[config.mk]
export PLATFORM = sky130hd
export DESIGN_NAME = iterative_div_unit
export DESIGN_NICKNAME = d
export VERILOG_FILES = /design/src/rtl/iterative_div_unit.sv
export SDC_FILE = /design/constraint.sdc
export NUM_CORES = 1
export LEC_CHECK = 0
export CORE_AREA = 2 2 158 160
export CTS_CLUSTER_DIAMETER = 50
export DETAILED_ROUTE_END_ITERATION = 8
export DIE_AREA = 0 0 160 162
export GPL_TIMING_DRIVEN = 0
export MAX_ROUTING_LAYER = met4
export PLACE_DENSITY = 0.66
export SETUP_SLACK_MARGIN = 0.1
export SLEW_MARGIN = 30
export SYNTH_ARGS = -nofsm -noshare
export SYNTH_HDL_FRONTEND = slang
export SYNTH_SLANG_ARGS = --single-unit
[constraint.sdc]
create_clock -name clk -period 9.35 [get_ports clk]
set_input_delay 2.805 -clock clk [delete_from_list [all_inputs] [get_ports clk]]
set_output_delay 2.805 -clock clk [all_outputs]
set_load 0.01 [all_outputs]
[src/rtl/iterative_div_unit.sv]
// Iterative restoring divider (DIV/DIVU/REM/REMU): XLEN/UNROLL+1 cycles from request to response, 1 cycle for /0 and overflow.
// One operation in flight; result held in DONE until rsp_ready_i, and flush_i abandons the operation.
module iterative_div_unit #(
    parameter int XLEN   = 32,
    parameter int UNROLL = 1
) (
    input  logic            clk,
    input  logic            rst_n,
    input  logic            req_valid_i,
    output logic            req_ready_o,
    input  logic [1:0]      op_i,
    input  logic [XLEN-1:0] dividend_i,
    input  logic [XLEN-1:0] divisor_i,
    input  logic            flush_i,
    output logic            rsp_valid_o,
    input  logic            rsp_ready_i,
    output logic [XLEN-1:0] result_o,
    output logic            busy_o
);
    localparam int STEPS = XLEN / UNROLL;
    localparam int CW    = $clog2(STEPS + 1);

    typedef enum logic [1:0] {IDLE, CALC, DONE} state_t;

    state_t          state_q;
    logic [CW-1:0]   cnt_q;
    logic            rem_sel_q;
    logic            qneg_q, rneg_q;
    logic [XLEN-1:0] rem_q, quo_q, dsr_q, result_q;

    logic            is_signed, a_neg, b_neg, div_zero, overflow;
    logic [XLEN-1:0] a_abs, b_abs;
    logic [XLEN-1:0] rem_d, quo_d, q_fin, r_fin;
    logic [XLEN:0]   trial;

    assign req_ready_o = (state_q == IDLE) && !flush_i;
    assign rsp_valid_o = (state_q == DONE);
    assign busy_o      = (state_q != IDLE);
    assign result_o    = result_q;

    always_comb begin
        is_signed = ~op_i[0];
        a_neg     = is_signed & dividend_i[XLEN-1];
        b_neg     = is_signed & divisor_i[XLEN-1];
        a_abs     = a_neg ? (~dividend_i + 1'b1) : dividend_i;
        b_abs     = b_neg ? (~divisor_i + 1'b1) : divisor_i;
        div_zero  = (divisor_i == '0);
        overflow  = is_signed && (dividend_i == {1'b1, {(XLEN-1){1'b0}}}) && (divisor_i == '1);
    end

    // Quotient bits enter from the dividend MSB as it shifts into the partial remainder.
    always_comb begin
        rem_d = rem_q;
        quo_d = quo_q;
        trial = '0;
        for (int i = 0; i < UNROLL; i++) begin
            trial = {rem_d, quo_d[XLEN-1]};
            quo_d = {quo_d[XLEN-2:0], 1'b0};
            if (trial >= {1'b0, dsr_q}) begin
                trial    = trial - {1'b0, dsr_q};
                quo_d[0] = 1'b1;
            end
            rem_d = trial[XLEN-1:0];
        end
        q_fin = qneg_q ? (~quo_d + 1'b1) : quo_d;
        r_fin = rneg_q ? (~rem_d + 1'b1) : rem_d;
    end

    always_ff @(posedge clk or negedge rst_n) begin
        if (!rst_n) begin
            state_q   <= IDLE;
            cnt_q     <= '0;
            rem_sel_q <= 1'b0;
            qneg_q    <= 1'b0;
            rneg_q    <= 1'b0;
            rem_q     <= '0;
            quo_q     <= '0;
            dsr_q     <= '0;
            result_q  <= '0;
        end else if (flush_i) begin
            state_q  <= IDLE;
            cnt_q    <= '0;
            result_q <= '0;
        end else begin
            case (state_q)
                IDLE: begin
                    if (req_valid_i) begin
                        rem_sel_q <= op_i[1];
                        qneg_q    <= a_neg ^ b_neg;
                        rneg_q    <= a_neg;
                        dsr_q     <= b_abs;
                        quo_q     <= a_abs;
                        rem_q     <= '0;
                        if (div_zero) begin
                            state_q  <= DONE;
                            cnt_q    <= '0;
                            result_q <= op_i[1] ? dividend_i : '1;
                        end else if (overflow) begin
                            state_q  <= DONE;
                            cnt_q    <= '0;
                            result_q <= op_i[1] ? '0 : dividend_i;
                        end else begin
                            state_q <= CALC;
                            cnt_q   <= CW'(STEPS);
                        end
                    end
                end
                CALC: begin
                    rem_q <= rem_d;
                    quo_q <= quo_d;
                    cnt_q <= cnt_q - CW'(1);
                    if (cnt_q == CW'(1)) begin
                        state_q  <= DONE;
                        result_q <= rem_sel_q ? r_fin : q_fin;
                    end
                end
                DONE: begin
                    if (rsp_ready_i) begin
                        state_q  <= IDLE;
                        result_q <= '0;
                    end
                end
                default: begin
                    state_q  <= IDLE;
                    result_q <= '0;
                end
            endcase
        end
    end
endmodule

==> qor.txt <==
Longest Clk Path Bufs -> 2
CTS sink cnt -> 139
vias in the first global route -> 11970
Avg Synthesized Cell Area -> 7.554 sq um
crit path launch -> flush_i
PwrDens -> 185.4 mW/mm^2
synthesized area -> 0.01188 sq mm
commonest non-fill, non-tap cells in the layout -> nand2_1, o21ai_0, a21oi_1, nor2_1, dfrtp_1
P_int -> 1.533 mW
Worst-path clk slew -> 0.06 ns
GP Congestion -> 0.9991
root buffer cell -> clkbuf_16
status -> completed
Total Wirelength -> 44710 um
clock power share -> 0.287
Peak VDD IR -> 0.1254 mV
most common cell after layout, fill and taps aside -> nand2_1
Synth Area in XOR/XNOR -> 0.09508
Setup violations, final -> 0
Layout area overhead -> 17.95%
hpwl dp -> 35020 um
cells after synthesis -> 1573
Hold Crit Class -> reg2reg
Distinct cells, synth -> 79
pins over their slew limit -> 0
Yosys top cell by area -> dfrtp_1
adder-cell share of the synthesized area -> 0.04444
grt ovf -> 0
worst-margin pin slew -> 0.9108 ns
# port buffers -> 105
combinational group share of total power -> 0.409
fraction of the cycle the final worst path needs -> 0.7827
Core Region -> 0.02411 sq mm
sequential power share -> 0.303
initial detailed-routing violation count -> 1321
sequential share of the synthesized area -> 0.2927
hold path depth -> 2
Max Freq -> 136.7 MHz
die width -> 160 um
Sw Ratio -> 0.4101
max_cap viols -> 0
DR vias -> 12810
Switching Power -> 1.066 mW
RR Startpoint -> rem_q[15]$_DFFE_PN0P_
die area -> 0.02592 sq mm
Reg2Reg Setup Slack -> 2.81 ns
Clock Latency Late Sink -> 0.44 ns
TritonCTS clock tree -> done
crit start category -> input port
asr flop ratio synth -> 1.000
critical setup path kind -> in2out
largest family of logic cells by synthesized area -> compound AO/OA/AOI/OAI gates
Leak -> 5.725 nW
DIE HEIGHT -> 162 um
first-pass GRT wire length -> 69400 um
Top FF cell, synth -> dfrtp_1
critical path endpoint -> req_ready_o
post-route ant nets -> 0
slew margin rel. -> 0.3928
reg2reg path depth -> 22
cells along the critical path -> clkdlybuf4s50_1 > nor2_1 > clkdlybuf4s50_1
Total GRT Usage -> 0.3563
final hold violation count -> 0
EDFF count, synth -> 0
Ys Warns -> 0
Synth Area in Compound Gates -> 0.2697
Initial Util -> 0.4929
total negative slack -> 0 ns
Synth area leaders -> dfrtp_1, o21ai_0, nand2_1, a21oi_1, xor2_1
worst-path maximum fanout -> 6
Final Skew -> 0.01327 ns
Post-CTS Setup Repair Bufs -> 0
fin crit period -> 7.318 ns
cts bufs inserted -> 17
Post-Syn Nets -> 1684
H-tree depth -> 4
R2R Path End -> result_o[28]$_DFFE_PN0P_
Crit-path slowest cell -> clkdlybuf4s50_1
per-cell routed wire length -> 21.95 um
top cell type's share of synthesized area -> 0.2927
crit end category -> output port
1st-pass router iterations -> 5
initial antenna violation count -> 1
mux contribution to synthesized area -> 0.02969
most used cell, CP -> clkdlybuf4s50_1
vias per inst -> 6.286
Pwr Total -> 2.599 mW
nets -> 1809
Core Rows -> 57
Post-Synth Simple-Gate Area -> 0.2187
layout cells sized above 1 -> 0.04386
unrepaired setup endpoints after global routing -> false
FF+latch count, synth -> 139
slowest stage delay, CP -> 0.64 ns
post-CTS resize count -> 0
largest net degree at the start of global routing -> 80
DRC errors left -> 0
CTS Hold Bufs -> 0
CP arrival -> 4.51 ns
Req. time, crit path -> 6.55 ns
IO Pins -> 106
cells by family after synthesis:
group           Yosys count
mux                      35
flops                   139
buf+inv                 151
compound gates          520
simple gates            557
xor+xnor                129
fa+ha+maj                42
power by group through the flow:
stage               Combinational (mW)  Sequential (mW)  Clock, mW
finish                            1.06            0.789      0.747
CTS                               1.04            0.785      0.747
detailed placement                1.03            0.795          0
global placement                  1.02            0.795          0
global route                      1.17            0.801      0.772
floorplan                        0.684            0.778          0
final cells by class:
class                           count  area, sq um
Antenna cell                        3        7.507
Tap cell                          324        405.4
Inverter                           61        229.0
Buffer                             90        361.6
Fill cell                        2378        10090
Clock buffer                       18        429.2
Multi-Input combinational cell   1283         7831
Clock inverter                     13        190.2
Timing Repair Buffer              106         1084
Sequential cell                   139         3478
critical path, delay by kind of cell:
kind	cells	cell delay [ns]
and+or+nand+nor	1	0.51
buffers and inverters	2	1.19
worst min path at each step:
stage | slack [ns] | endpoint | start
6_report | 0.48 | dsr_q[22]$_DFFE_PN0P_ | dsr_q[22]$_DFFE_PN0P_
3_3_place_gp | 0.47 | dsr_q[20]$_DFFE_PN0P_ | dsr_q[20]$_DFFE_PN0P_
5_1_grt | 0.49 | dsr_q[17]$_DFFE_PN0P_ | dsr_q[17]$_DFFE_PN0P_
4_1_cts | 0.49 | dsr_q[7]$_DFFE_PN0P_ | dsr_q[7]$_DFFE_PN0P_
3_5_place_dp | 0.47 | result_o[8]$_DFFE_PN0P_ | result_o[8]$_DFFE_PN0P_
2_1_floorplan | 0.45 | dsr_q[10]$_DFFE_PN0P_ | dsr_q[10]$_DFFE_PN0P_
flip-flops by register name (all words and copies together) (netlist names):
register / cells
dsr_q: 32
rem_q: 32
cnt_q: 6
rem_sel_q: 1
state_q: 2
rneg_q: 1
quo_q: 32
result_o: 32
qneg_q: 1
layer usage:
layer	wire, um	vias to the layer above	global-route usage
met2	19080	598	0.5148
met5	0	-	-
met1	20380	6186	0.4980
met4	1037	0	0.1016
met3	4220	73	0.08580
li1	-	5948	-
metrics by stage:
stage | utilization | hold slack [ns] | area (sq um) | setup slack (ns) | instances
final | 0.5814 | 0.4805 | 14020 | 2.032 | 2037
after global routing | 0.5812 | 0.4940 | 14010 | 2.004 | 2035
after floorplan | - | 0.4498 | 11880 | 3.382 | 1573
after global placement | 0.5534 | 0.4677 | 13340 | -0.4254 | 2002
after CTS | 0.5807 | 0.4866 | 14000 | 2.094 | 2034
after detailed placement | 0.5550 | 0.4698 | 13380 | 2.103 | 2003
Yosys cell counts (all sizes together) (24+ instances only):
library cell,count
a21oi,150
xnor2,61
nor3,44
mux2i,33
nor2,149
ha,39
clkbuf,66
dfrtp,139
inv,61
nand2,208
o31ai,25
o21ai,183
xor2,68
buf,24
No activity file was read; power rests on OpenSTA's default activity.
